File: src/rtl/hist_pkg.sv
// Shared types and constants for the histogram statistics block.
package hist_pkg;

  typedef enum logic [1:0] {
    ST_IDLE   = 2'd0,
    ST_ACCUM  = 2'd1,
    ST_REPORT = 2'd2
  } state_e;

  localparam int unsigned REPORT_BYTES = 8;
  localparam int unsigned BYTE_W       = 8;
  localparam int unsigned TOTAL_W      = 24;
  localparam int unsigned NZ_W         = 16;
  localparam int unsigned PEAK_W       = 16;
  localparam int unsigned REPORT_W     = REPORT_BYTES * BYTE_W;
  localparam int unsigned BIDX_W       = $clog2(REPORT_BYTES);

  // Report payload, most significant field is transmitted first.
  typedef struct packed {
    logic [PEAK_W-1:0]  peak_idx;
    logic [BYTE_W-1:0]  peak_cnt;
    logic [TOTAL_W-1:0] total;
    logic [NZ_W-1:0]    nonzero;
  } report_t;

endpackage : hist_pkg

File: src/rtl/hist_stats_ser.sv
// Eight-byte report serializer with a valid/ready output handshake.
module hist_stats_ser
  import hist_pkg::*;
(
  input  logic              clk,
  input  logic              rst_n,
  input  logic              load_i,
  input  report_t           report_i,
  input  logic              out_ready_i,
  output logic [BYTE_W-1:0] out_data_o,
  output logic              out_valid_o,
  output logic              out_last_o
);

  logic [REPORT_W-1:0] rep_bits;
  logic [REPORT_W-1:0] sh_q, sh_d;
  logic [BIDX_W-1:0]   cnt_q, cnt_d;
  logic [BYTE_W-1:0]   data_q, data_d;
  logic                valid_q, valid_d;
  logic                last_q, last_d;

  assign rep_bits = report_i;

  // Load a snapshot or advance one byte per accepted transfer.
  always_comb begin
    sh_d    = sh_q;
    cnt_d   = cnt_q;
    data_d  = data_q;
    valid_d = valid_q;
    last_d  = last_q;
    if (load_i) begin
      data_d  = rep_bits[REPORT_W-1 -: BYTE_W];
      sh_d    = {rep_bits[REPORT_W-BYTE_W-1:0], BYTE_W'(0)};
      cnt_d   = '0;
      valid_d = 1'b1;
      last_d  = 1'b0;
    end else if (valid_q && out_ready_i) begin
      if (last_q) begin
        data_d  = '0;
        cnt_d   = '0;
        valid_d = 1'b0;
        last_d  = 1'b0;
      end else begin
        data_d = sh_q[REPORT_W-1 -: BYTE_W];
        sh_d   = {sh_q[REPORT_W-BYTE_W-1:0], BYTE_W'(0)};
        cnt_d  = cnt_q + BIDX_W'(1);
        last_d = (cnt_q == BIDX_W'(REPORT_BYTES - 2));
      end
    end
  end

  // Serializer state registers.
  always_ff @(posedge clk or negedge rst_n) begin
    if (!rst_n) begin
      sh_q    <= '0;
      cnt_q   <= '0;
      data_q  <= '0;
      valid_q <= 1'b0;
      last_q  <= 1'b0;
    end else begin
      sh_q    <= sh_d;
      cnt_q   <= cnt_d;
      data_q  <= data_d;
      valid_q <= valid_d;
      last_q  <= last_d;
    end
  end

  assign out_data_o  = data_q;
  assign out_valid_o = valid_q;
  assign out_last_o  = last_q;

endmodule : hist_stats_ser

File: src/rtl/hist_stats.sv
// Per-frame histogram statistics: peak bin, total count, nonzero bins.
module hist_stats
  import hist_pkg::*;
#(
  parameter int unsigned IDX_W = 15,
  parameter int unsigned CNT_W = 8
) (
  input  logic             clk,
  input  logic             rst_n,
  input  logic [CNT_W-1:0] bin_data,
  input  logic             bin_valid,
  input  logic             bin_last,
  output logic             in_ready,
  output logic [7:0]       out_data,
  output logic             out_valid,
  input  logic             out_ready,
  output logic             out_last,
  output logic [1:0]       err
);

  localparam logic [IDX_W-1:0] IDX_MAX = '1;

  state_e             state_q, state_d;
  logic               in_ready_q, in_ready_d;
  logic [IDX_W-1:0]   idx_q, idx_d;
  logic               full_q, full_d;
  logic [IDX_W-1:0]   peak_idx_q, peak_idx_d;
  logic [CNT_W-1:0]   peak_cnt_q, peak_cnt_d;
  logic [TOTAL_W-1:0] total_q, total_d;
  logic [NZ_W-1:0]    nz_q, nz_d;
  logic [1:0]         err_q, err_d;
  logic               load_c;
  logic               ser_done_c;
  report_t            report_c;

  assign ser_done_c = out_valid & out_ready & out_last;

  // Next-state and statistics update for each accepted beat.
  always_comb begin
    state_d    = state_q;
    idx_d      = idx_q;
    full_d     = full_q;
    peak_idx_d = peak_idx_q;
    peak_cnt_d = peak_cnt_q;
    total_d    = total_q;
    nz_d       = nz_q;
    err_d      = err_q;
    load_c     = 1'b0;
    unique case (state_q)
      ST_IDLE: begin
        if (bin_valid) begin
          peak_idx_d = '0;
          peak_cnt_d = bin_data;
          total_d    = TOTAL_W'(bin_data);
          nz_d       = NZ_W'(bin_data != '0);
          idx_d      = IDX_W'(1);
          full_d     = 1'b0;
          if (bin_last) begin
            state_d = ST_REPORT;
            load_c  = 1'b1;
          end else begin
            state_d = ST_ACCUM;
          end
        end
      end
      ST_ACCUM: begin
        if (bin_valid) begin
          total_d = total_q + TOTAL_W'(bin_data);
          nz_d    = nz_q + NZ_W'(bin_data != '0);
          if (full_q) begin
            // Index space exhausted: beat only feeds the sums.
            err_d[1] = 1'b1;
          end else begin
            if (bin_data > peak_cnt_q) begin
              peak_idx_d = idx_q;
              peak_cnt_d = bin_data;
            end
            if (idx_q == IDX_MAX) begin
              full_d = 1'b1;
            end else begin
              idx_d = idx_q + IDX_W'(1);
            end
          end
          if (bin_last) begin
            state_d = ST_REPORT;
            load_c  = 1'b1;
          end
        end
      end
      ST_REPORT: begin
        if (bin_valid) begin
          err_d[0] = 1'b1;
        end
        if (ser_done_c) begin
          state_d = ST_IDLE;
        end
      end
      default: begin
        state_d = ST_IDLE;
      end
    endcase
    in_ready_d = (state_d != ST_REPORT);
  end

  // Snapshot includes the final beat of the frame.
  always_comb begin
    report_c          = '0;
    report_c.peak_idx = PEAK_W'(peak_idx_d);
    report_c.peak_cnt = BYTE_W'(peak_cnt_d);
    report_c.total    = total_d;
    report_c.nonzero  = nz_d;
  end

  // Control and statistics registers.
  always_ff @(posedge clk or negedge rst_n) begin
    if (!rst_n) begin
      state_q    <= ST_IDLE;
      in_ready_q <= 1'b1;
      idx_q      <= '0;
      full_q     <= 1'b0;
      peak_idx_q <= '0;
      peak_cnt_q <= '0;
      total_q    <= '0;
      nz_q       <= '0;
      err_q      <= '0;
    end else begin
      state_q    <= state_d;
      in_ready_q <= in_ready_d;
      idx_q      <= idx_d;
      full_q     <= full_d;
      peak_idx_q <= peak_idx_d;
      peak_cnt_q <= peak_cnt_d;
      total_q    <= total_d;
      nz_q       <= nz_d;
      err_q      <= err_d;
    end
  end

  hist_stats_ser u_ser (
    .clk         (clk),
    .rst_n       (rst_n),
    .load_i      (load_c),
    .report_i    (report_c),
    .out_ready_i (out_ready),
    .out_data_o  (out_data),
    .out_valid_o (out_valid),
    .out_last_o  (out_last)
  );

  assign in_ready = in_ready_q;
  assign err      = err_q;

endmodule : hist_stats

File: config.mk
export PLATFORM = sky130hd
export DESIGN_NAME = hist_stats
export DESIGN_NICKNAME = d
export VERILOG_FILES = /design/src/rtl/hist_pkg.sv /design/src/rtl/hist_stats_ser.sv /design/src/rtl/hist_stats.sv
export SDC_FILE = /design/constraint.sdc
export NUM_CORES = 1
export LEC_CHECK = 0
export CAP_MARGIN = 20
export CELL_PAD_IN_SITES_DETAIL_PLACEMENT = 2
export CELL_PAD_IN_SITES_GLOBAL_PLACEMENT = 2
export CORE_MARGIN = 1
export CORE_UTILIZATION = 43
export DETAILED_ROUTE_END_ITERATION = 10
export HOLD_SLACK_MARGIN = 0.05
export PLACE_DENSITY = 0.93
export SYNTH_ARGS = -nofsm -noshare
export SYNTH_HDL_FRONTEND = slang
export SYNTH_SLANG_ARGS = --single-unit
File: constraint.sdc
create_clock -name clk -period 5.2 [get_ports clk]
set_input_delay 1.04 -clock clk [delete_from_list [all_inputs] [get_ports clk]]
set_output_delay 1.04 -clock clk [all_outputs]
set_load 0.05 [all_outputs]
Word-level counts from Yosys, hierarchy flattened --
Cells that the tools add are included.
Storage, ports and cells: register bits after elaboration 161, output and inout port bits 13
Cells by class: add/sub/neg operators 4, order comparisons 1, equal/unequal tests 10, muxes and demuxes 50, bitwise logic cells 2, reductions and logical operators 13
Operators by type and width (count):
- 64-bit 2-to-1 mux | 3
- 15-bit 2-to-1 mux | 8
- 15-bit one-hot mux with 2 select lines | 2
- 8-bit 2-to-1 mux | 7
- 24-bit 2-to-1 mux | 2
- 24-bit one-hot mux with 2 select lines | 1
- 16-bit 2-to-1 mux | 2
- 16-bit one-hot mux with 2 select lines | 1
- 24-bit by 8-bit adder with 24-bit output | 1
- 16-bit by 1-bit adder with 16-bit output | 1
- 8-bit one-hot mux with 2 select lines | 1
- 15-bit by 1-bit adder with 15-bit output (second input constant) | 1
- 15-bit equality test (second input constant) | 1
- 1-bit 2-to-1 mux | 13
- 2-bit inequality test (second input constant) | 6
- 2-bit 2-to-1 mux | 5
- 3-bit 2-to-1 mux | 3
- 8-bit > comparator | 1
- 8-bit nonzero test | 1
- 2-bit one-hot mux with 3 select lines | 1
- 2-bit AND reduction | 3
- 3-bit AND reduction | 2
- 2-bit nonzero test | 3
- 5-bit AND reduction | 1
- 9 further kinds | 10

Logic depth before layout (Yosys ltp) --
Gate-level depths: netlist of run 1.
depth in word-level cells 6, mapped depth 10

Hierarchy --
From an unflattened synthesis of run 1, not the netlist that was laid out.
Second synthesis, totals: cells, all modules 677, area total of the unflattened synthesis 7583.5 µm²
Modules (own cells, without submodules):
- hist_stats | times used 1, cells an instance 445, area each 4634.4 µm², sequential area each 2103.3 µm²
- hist_stats_ser | times used 1, cells an instance 232, area each 2949.1 µm², sequential area each 1726.7 µm²

Worst setup path before layout of run 1 --
Ideal clock, no wire load.
kind in2reg, start in bin_data[0], end reg total_q[10], library setup time 0.121 ns, arrival 3.073 ns, required time 5.079 ns, slack 2.006 ns, stages on the path 9, cells stage by stage ha_1 fa_1 a211oi_1 o21bai_1 o41ai_2 buf_4 nand3b_1 mux2_2 a22o_1
Between the ends: cells in the longest elaborated chain, start to end 3
Ends and longest elaborated chain:
- start, declared | line hist_stats.sv:10 | input logic [CNT_W-1:0] bin_data,
- 24-bit by 8-bit adder with 24-bit output | line hist_stats.sv:68 | total_d = total_q + TOTAL_W'(bin_data);
- 24-bit 2-to-1 mux | line hist_stats.sv:67 | if (bin_valid) begin
- 24-bit one-hot mux with 2 select lines | line hist_stats.sv:49 | unique case (state_q)
- via total_d[10] | line hist_stats.sv:29 | logic [TOTAL_W-1:0] total_q, total_d;
- end signal, assigned | line hist_stats.sv:133 | total_q <= total_d;
- end, declared | line hist_stats.sv:29
The timed path passes the listed nets, and every way through them passes these cells. A chain may end at the register's enable or synchronous reset.

Worst setup path after layout of run 1 --
start in bin_data[7], end reg u_ser.sh_q[58]
Between the ends: cells in the longest elaborated chain, start to end 6
Ends and longest elaborated chain:
- 8-bit > comparator | line hist_stats.sv:74 | if (bin_data > peak_cnt_q) begin
- 15-bit 2-to-1 mux | line hist_stats.sv:74
- 15-bit 2-to-1 mux | line hist_stats.sv:70 | if (full_q) begin
- 15-bit 2-to-1 mux | line hist_stats.sv:67
- 15-bit one-hot mux with 2 select lines | line hist_stats.sv:49
- via peak_idx_d[2] | line hist_stats.sv:27 | logic [IDX_W-1:0] peak_idx_q, peak_idx_d;
- 64-bit 2-to-1 mux | line hist_stats_ser.sv:31 | if (load_i) begin
- end signal, assigned | line hist_stats_ser.sv:55 | sh_q <= '0;
- end signal, assigned | line hist_stats_ser.sv:61 | sh_q <= sh_d;
- end, declared | line hist_stats_ser.sv:16 | logic [REPORT_W-1:0] sh_q, sh_d;
The timed path passes the listed nets, and every way through them passes these cells.

==> flow_metrics.env, run 1 <==
export IMPL_status="finished clean"
export IMPL_fp_dieW_um=137
export IMPL_synth_fp_nets=843
export IMPL_ant_nets=0
export IMPL_drtIter0Drc=415
export IMPL_ir_drop_uv=349
export IMPL_numCtsBuffers=17
export IMPL_cts_max_path_buffers=2
export IMPL_synthCells=808
export IMPL_cts_reportedPaths_clkPinSlew_ps=70
export IMPL_drc=0
export IMPL_final_common_cell="nand2_1"
export IMPL_switching_share_pct=42.2
export IMPL_internal_power_mw=2.93
export IMPL_routabilityCongestion=0.836
export IMPL_endpoint="u_ser.sh_q[58]"
export IMPL_ys_top_cells_by_area="dfrtp_1 48%, nand2_1 7.3%, mux2i_1 3.6%, a22o_1 3.3%, ha_1 3.3%"
export IMPL_layout_common_cells="154 x nand2_1, 152 x dfrtp_1, 41 x nor2_1, 36 x a21oi_1, 30 x a22o_1"
export IMPL_cts_sinks=153
export IMPL_comb_power_share_pct=38.3
export IMPL_cts_setup_buffers=0
export IMPL_synth_edff_count=0
export IMPL_crit_arrival_ps=4170
export IMPL_clock_skew_ps=13.6
export IMPL_antennaDiodeCount=0
export IMPL_multi_input_area_mm2=0.00376
export IMPL_tritoncts="yes"
export IMPL_critical_path_max_stage_delay_ps=790
export IMPL_ys_warn_count=0
export IMPL_met2WireLength_mm=15.2
export IMPL_startpoint_type="input pin"
export IMPL_met1_length_mm=11.2
export IMPL_dp_hpwl_mm=17.8
export IMPL_vias=6713
export IMPL_syn_area_per_cell_um2=9.76
export IMPL_syn2layout_area_growth_pct=13.4
export IMPL_critPathBufInv=1
export IMPL_startpoint="bin_data[7]"
export IMPL_cp_slowest_cell="o311ai_2"
export IMPL_drtPass1Iterations=5
export IMPL_crit_chain="clkdlybuf4s50_1 > ha_1 > nand3_1 > o311ai_2 > a21oi_1 > a21bo_2 > a22o_1 > o21a_1"
export IMPL_yosysTopAreaCellShare_pct=48.2
export IMPL_htree_num_levels=4
export IMPL_pwr_share_seq_pct=34.8
export IMPL_grt_pass1_wl_mm=45.9
export IMPL_synthArstFlopShare_pct=100
export IMPL_finalSetupTns_ps=0
export IMPL_post_cts_resized=0
export IMPL_reg2reg_to="u_ser.sh_q[58]"
export IMPL_wl_per_cell_um=27.2
export IMPL_drive_gt1_share_pct=9.03
export IMPL_die_area_mm2=0.0189
export IMPL_io_buffer_count=25
export IMPL_std_cell_rows=49
export IMPL_via_per_inst=6.33
export IMPL_cts_hold_buf=0
export IMPL_fillers=1816
export IMPL_r2r_slack_ps=2280
export IMPL_timing_final_crit_share_pct=72.8
export IMPL_critPathKind="input pin to flop"
export IMPL_start_util_pct=43.9
export IMPL_drv_cap=0
export IMPL_cellLeakagePower_nw=4.14
export IMPL_r2r_cells=8
export IMPL_syn_area_mm2=0.00789
export IMPL_routed_top_layer="met4"
export IMPL_fmax_mhz=264
export IMPL_final_hold_violation_count=0
export IMPL_cp_max_fo=15
export IMPL_switching_power_mw=2.14
export IMPL_report_final_slew_viol_count=0
export IMPL_coreArea_mm2=0.0180
export IMPL_finalPower_mw=5.08
export IMPL_fp_dieH_um=137
export IMPL_finalSetupViolCount=0
export IMPL_slew_headroom_pct=38.7
export IMPL_min_period_ps=3780
export IMPL_io_pins=26
export IMPL_ys_ff_latch=153
export IMPL_grt_pass1_vias=7786
export IMPL_grt_use_total_pct=33.2
export IMPL_drt_wl_total_mm=28.8
export IMPL_final_nets=853
export IMPL_setup_worst_path_end_class="flop"
export IMPL_hp_class="flop to flop"
export IMPL_worstMarginPinSlew_ps=920
export IMPL_gr_total_overflow=0
export IMPL_cpLargestDelayFamily="compound AO/OA/AOI/OAI gates"
export IMPL_clk_latency_ps=460
export IMPL_regArea_mm2=0.00383
export IMPL_ys_types=63
export IMPL_cts_root_buf="clkbuf_16"
export IMPL_path_depth=8
export IMPL_synth_largest_area_cell="dfrtp_1"
export IMPL_wl_met3_mm=1.12
export IMPL_clockPowerShare_pct=26.9
export IMPL_antenna_found_initial=0
export IMPL_rsz0062_at_grt="false"
export IMPL_p_per_area_mw_per_mm2=567
export IMPL_required_ps=5590
export IMPL_synth_top_flop_cell="dfrtp_1"
export IMPL_reg2reg_from="peak_cnt_q[7]"
export IMPL_grt_start_max_net_pins=75
export IMPL_synth_seq_area_share_pct=48.6
[stage by stage]
step | hold WS [ps] | utilization [%] | instance area (µm²) | cells | setup WS, ps
after global placement | 441 | 46.3 | 8310 | 1027 | 1260
final | 476 | 49.8 | 8940 | 1060 | 1420
after detailed placement | 455 | 46.3 | 8310 | 1027 | 1050
after floorplan | 444 | - | 7890 | 808 | 2010
after global routing | 506 | 49.8 | 8940 | 1060 | 1280
after CTS | 479 | 49.7 | 8930 | 1059 | 1320
[worst reg2reg max path: stages (launching register included)]
cell	delay, ps
dfrtp_1	390
inv_1	80
ha_1	340
nand3_1	150
o311ai_2	790
a21oi_1	200
a21bo_2	480
a22o_1	260
o21a_1	170
[state kept, by name, indices dropped and copies added, names as in the netlist, 3 cells and up]
name / cells
u_ser.sh_q: 56
u_ser.cnt_q: 3
peak_idx_q: 15
u_ser.out_data_o: 8
nz_q: 16
total_q: 24
idx_q: 15
peak_cnt_q: 8
[power by group through the flow]
stage / logic, mW / registers (mW) / clock network (mW)
final: 1.94 / 1.77 / 1.36
after CTS: 1.94 / 1.76 / 1.38
after detailed placement: 1.85 / 1.76 / 0
after floorplan: 1.14 / 1.80 / 0
after global routing: 2.08 / 1.79 / 1.42
after global placement: 1.69 / 1.72 / 0
[kinds of logic after synthesis]
family | synth area share, %
muxes | 4.27
and+or+nand+nor | 17.3
adders and majority gates | 3.59
AOI/OAI and AO/OA | 19.8
DFF | 48.6
xor gates and xnor gates | 2.55
buffers and inverters | 3.89
[Yosys cell counts, drive strengths merged (22+ instances only)]
cell and instances:
a31oi 23, nor2 42, and3 23, clkbuf 27
nand2 154, dfrtp 152, nand3 23, o21ai 26
mux2i 28, a21o 24, buf 22, a22o 30
a21oi 40
[layer usage]
| metal | vias to the layer above | global-route usage (%) |
|---|---|---|
| met5 | - | 0 |
| met4 | 0 | 16.5 |
| met1 | 3511 | 36.9 |
| met3 | 94 | 6.48 |
| met2 | 208 | 60.0 |
| li1 | 2900 | - |
[how the worst min path moves through the flow]
stage	from	to	slack, ps	cells past startpoint
final	err[1]	err[1]	480	1
after floorplan	nz_q[15]	nz_q[15]	440	1
after CTS	err[1]	err[1]	480	1
after detailed placement	err[1]	err[1]	450	1
after global routing	nz_q[15]	nz_q[15]	510	1
after global placement	err[1]	err[1]	440	1
[final cells by class]
type,instances,area share [%]
Clock buffer,18,4.91
Multi-Input combinational cell,585,42.0
Timing Repair Buffer,40,4.11
Tap cell,229,3.20
Clock inverter,14,2.07
Inverter,21,0.881
Sequential cell,153,42.8
Power figures use the tool's default switching activity.
==> run 2, diff against run 1 <==
- CORE_UTILIZATION: 43 -> 36
- PLACE_DENSITY: 0.93 -> 0.84
- clock period: 5.2 -> 3.2 ns (I/O delays scaled with it)
==> run 2 against run 1 <==
Compared with the run above: largest power group unchanged; via count down 1.7%; power grew 58%; non-clock buffer count grew 35; count of clock-buffer cells in the layout unchanged; clock power grew 49%; register-to-register slack worse by 1800 ps; clock skew is 3.6 ps higher; wire length down 11%; worst setup slack worse by 1200 ps; sequential power up 62%.
==> flow_metrics.env, run 2 (synthesized netlist as in run 1, its figures left out) <==
export IMPL_required_ps=3530
export IMPL_final_common_cell="nand2_1"
export IMPL_antenna_found_initial=0
export IMPL_grt_start_max_net_pins=64
export IMPL_cts_max_path_buffers=2
export IMPL_hp_class="input pin to async pin"
export IMPL_cp_max_fo=3
export IMPL_critPathKind="input pin to flop"
export IMPL_critical_path_max_stage_delay_ps=460
export IMPL_antennaDiodeCount=0
export IMPL_top_regs="u_ser.sh_q: 56 flops, total_q: 24 flops, nz_q: 16 flops"
export IMPL_worstMarginPinSlew_ps=666
export IMPL_wl_per_cell_um=22.5
export IMPL_ant_nets=0
export IMPL_fp_dieH_um=150
export IMPL_layout_common_cells="154 x nand2_1, 152 x dfrtp_1, 46 x buf_4, 41 x nor2_1, 36 x a21oi_1"
export IMPL_grt_pass1_vias=7331
export IMPL_timing_final_crit_share_pct=93.9
export IMPL_startpoint_type="input pin"
export IMPL_cts_reportedPaths_clkPinSlew_ps=70
export IMPL_min_period_ps=3010
export IMPL_final_nets=888
export IMPL_clock_skew_ps=17.1
export IMPL_drv_cap=0
export IMPL_gr_total_overflow=0
export IMPL_cts_root_buf="clkbuf_16"
export IMPL_fillers=2256
export IMPL_tritoncts="yes"
export IMPL_fp_dieW_um=150
export IMPL_cp_slowest_cell="clkdlybuf4s50_1"
export IMPL_routabilityCongestion=0.766
export IMPL_drt_wl_total_mm=25.7
export IMPL_largest_reg_flops=56
export IMPL_setup_worst_path_end_class="flop"
export IMPL_numCtsBuffers=17
export IMPL_drtPass1Iterations=4
export IMPL_io_pins=26
export IMPL_cts_sinks=153
export IMPL_drtIter0Drc=320
export IMPL_grt_use_total_pct=24.5
export IMPL_final_hold_violation_count=0
export IMPL_fmax_mhz=333
export IMPL_htree_num_levels=4
export IMPL_slew_headroom_pct=55.1
export IMPL_cellLeakagePower_nw=4.30
export IMPL_via_per_inst=5.78
export IMPL_die_area_mm2=0.0225
export IMPL_crit_chain="clkdlybuf4s50_1 > ha_1 > fa_1 > a211oi_1 > o21bai_1 > o41ai_2 > nand2b_1 > mux2_2 > a22o_1"
export IMPL_finalPower_mw=8.02
export IMPL_drc=0
export IMPL_rsz0062_at_grt="false"
export IMPL_vias=6597
export IMPL_io_buffer_count=25
export IMPL_grt_pass1_wl_mm=41.3
export IMPL_syn2layout_area_growth_pct=17.6
export IMPL_regMostFlops="u_ser.sh_q"
export IMPL_ir_drop_uv=347
export IMPL_timing_hold_ws_ps=191
export IMPL_std_cell_rows=53
export IMPL_p_per_area_mw_per_mm2=865
export IMPL_clk_latency_ps=450
export IMPL_status="finished clean"
export IMPL_r2r_slack_ps=500
export IMPL_start_util_pct=37.2
export IMPL_report_final_slew_viol_count=0
export IMPL_drive_gt1_share_pct=12.9
export IMPL_finalSetupViolCount=0
export IMPL_dp_hpwl_mm=17.8
export IMPL_coreArea_mm2=0.0212
export IMPL_crit_arrival_ps=3330
-- run 2: cell count changes in the layout (fill, tap and decap cells not counted), sizes merged --
cell      delta
buf         +34
bufinv       -2
clkbuf       +1
clkinv       +1
clkinvlp     +1
-- run 2: path summary, 6_finish.rpt --
path                                  start          end  cells after the start
worst min-delay path                  rst_n    idx_q[10]                      1
min in group clk                     err[1]       err[1]                      1
worst max register to register   total_q[0]  total_q[12]                      8
worst min register to register       err[1]       err[1]                      1
max in group asynchronous             rst_n  total_q[21]                      2
worst max-delay path            bin_data[0]  total_q[12]                      9
-- run 2: per-stage QoR --
step	cell area, µm²	worst slack (ps)	utilization [%]	instances	TNS (ps)
2_1_floorplan	7890	406	-	808	0
3_3_place_gp	8670	-290	40.8	1108	-8370
3_5_place_dp	8670	-414	40.8	1108	-11800
4_1_cts	9250	45.5	43.6	1140	0
5_1_grt	9270	87.1	43.7	1141	0
6_report	9270	194	43.7	1141	0
-- run 2: layout make-up --
class	instances	area, µm²	area share, %
sequential	153	3830	41.3
multi-input combinational	585	3770	40.7
timing repair buffer	75	671	7.23
clock buffer	18	439	4.74
tap	275	344	3.71
clock inverter	14	140	1.51
inverter	21	78.8	0.850
-- run 2: routing by layer --
| metal | global-route usage [%] | part of all wire [%] | up-vias |
|---|---|---|---|
| li1 | - | - | 2985 |
| met1 | 30.0 | 43 | 3481 |
| met2 | 43.0 | 52 | 94 |
| met3 | 3.84 | 2.4 | 37 |
| met4 | 9.49 | 2.2 | 0 |
| met5 | 0 | 0 | - |
-- run 2: critical path, delay by kind of cell --
kind / cells / cell delay (ps)
and+or+nand+nor: 1 / 200
AOI/OAI and AO/OA: 4 / 1010
muxes: 1 / 350
buffers and inverters: 1 / 460
adders and majority gates: 2 / 690
-- run 2: timing repair --
item	4_1_cts	5_1_grt
endpoints found under the setup margin	0	4
hold buffers	0	0
gates resized for setup	0	2
buffers inserted	0	0
-- run 2: where the power goes --
| group | switching (mW) | internal [mW] |
|---|---|---|
| clock network | 0.917 | 1.11 |
| logic | 1.97 | 1.17 |
| registers | 0.420 | 2.44 |
==> run 3, diff against run 2 <==
- SKIP_CTS_REPAIR_TIMING: not set -> 1
- SLEW_MARGIN: not set -> 10
==> run 3 against run 2 <==
Compared with the run above: sequential power about the same; clock power about the same; combinational power about the same; non-clock buffer count unchanged; critical path depth unchanged; global-route usage unchanged; power down 0.16%; cell area about the same; clock skew down 1.7 ps; fmax down 0.12%; critical path type unchanged; largest power group unchanged.
==> flow_metrics.env, run 3 (synthesized netlist as in run 1, its figures left out) <==
export IMPL_ir_drop_uv=345
export IMPL_cts_reportedPaths_clkPinSlew_ps=70
export IMPL_cellLeakagePower_nw=4.30
export IMPL_dp_hpwl_mm=17.8
export IMPL_critPathKind="input pin to flop"
export IMPL_drc=0
export IMPL_antenna_found_initial=0
export IMPL_worstMarginPinSlew_ps=665
export IMPL_fp_dieW_um=150
export IMPL_grt_pass1_vias=7331
export IMPL_clockPowerShare_pct=25.3
export IMPL_startpoint="bin_data[0]"
export IMPL_drtIter0Drc=300
export IMPL_top_regs="u_ser.sh_q: 56 flops, total_q: 24 flops, nz_q: 16 flops"
export IMPL_final_cells=1141
export IMPL_io_pins=26
export IMPL_coreArea_mm2=0.0212
export IMPL_drive_gt1_share_pct=12.9
export IMPL_slew_headroom_pct=55.1
export IMPL_syn2layout_area_growth_pct=17.5
export IMPL_grt_pass1_wl_mm=41.3
export IMPL_numCtsBuffers=17
export IMPL_htree_num_levels=4
export IMPL_finalSetupViolCount=0
export IMPL_internal_power_mw=4.72
export IMPL_required_ps=3520
export IMPL_cts_max_path_buffers=2
export IMPL_finalSetupTns_ps=0
export IMPL_final_common_cell="nand2_1"
export IMPL_tritoncts="yes"
export IMPL_placed_cells=1108
export IMPL_cts_root_buf="clkbuf_16"
export IMPL_grt_use_total_pct=24.5
export IMPL_min_period_ps=3010
export IMPL_fp_dieH_um=150
export IMPL_report_final_slew_viol_count=0
export IMPL_final_nets=888
export IMPL_grt_start_max_net_pins=64
export IMPL_startpoint_type="input pin"
export IMPL_reg2reg_from="total_q[0]"
export IMPL_layout_common_cells="154 x nand2_1, 152 x dfrtp_1, 47 x buf_4, 41 x nor2_1, 36 x a21oi_1"
export IMPL_setup_worst_path_end_class="flop"
export IMPL_regMostFlops="u_ser.sh_q"
export IMPL_fin_util_pct=43.7
export IMPL_via_per_inst=5.78
export IMPL_switching_power_mw=3.29
export IMPL_fillers=2260
export IMPL_cp_max_fo=3
export IMPL_io_buffer_count=25
export IMPL_comb_power_share_pct=39.1
export IMPL_p_per_area_mw_per_mm2=864
export IMPL_timing_final_crit_share_pct=94.1
export IMPL_std_cell_rows=53
export IMPL_drtPass1Iterations=4
export IMPL_r2r_cells=8
export IMPL_finalPower_mw=8.01
export IMPL_die_area_mm2=0.0225
export IMPL_crit_arrival_ps=3330
export IMPL_pwr_share_seq_pct=35.6
export IMPL_ant_nets=0
export IMPL_hp_class="input pin to async pin"
export IMPL_switching_share_pct=41.1
export IMPL_cts_sinks=153
export IMPL_final_hold_violation_count=0
export IMPL_vias=6598
export IMPL_clk_latency_ps=440
export IMPL_largest_reg_flops=56
export IMPL_clock_skew_ps=15.4
export IMPL_wl_per_cell_um=22.4
export IMPL_status="finished clean"
export IMPL_gr_total_overflow=0
export IMPL_drt_wl_total_mm=25.6
export IMPL_antennaDiodeCount=0
export IMPL_rsz0062_at_grt="false"
export IMPL_routabilityCongestion=0.766
export IMPL_fmax_mhz=332
export IMPL_timing_hold_ws_ps=194
export IMPL_drv_cap=0
export IMPL_start_util_pct=37.2
## run 3: cell types whose count changed in the layout (fill, tap and decap cells not counted)
cell,change
buf_4,+1
clkbuf_8,-1
## run 3: path summary, 6_finish.rpt
| path | to | slack [ps] |
|---|---|---|
| max | total_q[12] | 190 |
| min | idx_q[10] | 190 |
| max reg2reg | total_q[12] | 490 |
| min reg2reg | err[1] | 470 |
| max in group asynchronous | total_q[21] | 2230 |
| min in group clk | err[1] | 470 |
## run 3: metrics by stage
step | worst slack (ps) | instance area, µm²
2_1_floorplan | 406 | 7890
4_1_cts | 45.5 | 9250
3_3_place_gp | -290 | 8670
6_report | 190 | 9270
3_5_place_dp | -414 | 8670
5_1_grt | 87.1 | 9270
## run 3: cell type report
class | instances | area (µm²) | area share (%)
sequential | 153 | 3830 | 41.3
multi-input combinational | 585 | 3770 | 40.7
timing repair buffer | 75 | 664 | 7.17
clock buffer | 18 | 439 | 4.74
tap | 275 | 344 | 3.71
clock inverter | 14 | 140 | 1.51
inverter | 21 | 78.8 | 0.851
## run 3: critical path, cell delays in order
cell	delay (ps)
clkdlybuf4s50_1	460
ha_1	250
fa_1	430
a211oi_1	280
o21bai_1	160
o41ai_2	370
nand2b_1	200
mux2_2	350
a22o_1	190
## run 3: power groups by stage
stage / combinational [mW] / sequential, mW / clock [mW]
after CTS: 3.16 / 2.85 / 2.08
after detailed placement: 3.11 / 2.87 / 0
final: 3.13 / 2.85 / 2.02
after floorplan: 1.86 / 2.93 / 0
after global routing: 3.41 / 2.90 / 2.13
after global placement: 2.96 / 2.84 / 0
## run 3: routing by layer
layer	track usage [%]	wire length, µm	share of wire, %
met1	30.0	11100	44
met3	3.84	588	2.3
met5	0	0	0
met4	9.49	567	2.2
met2	43.0	13300	52
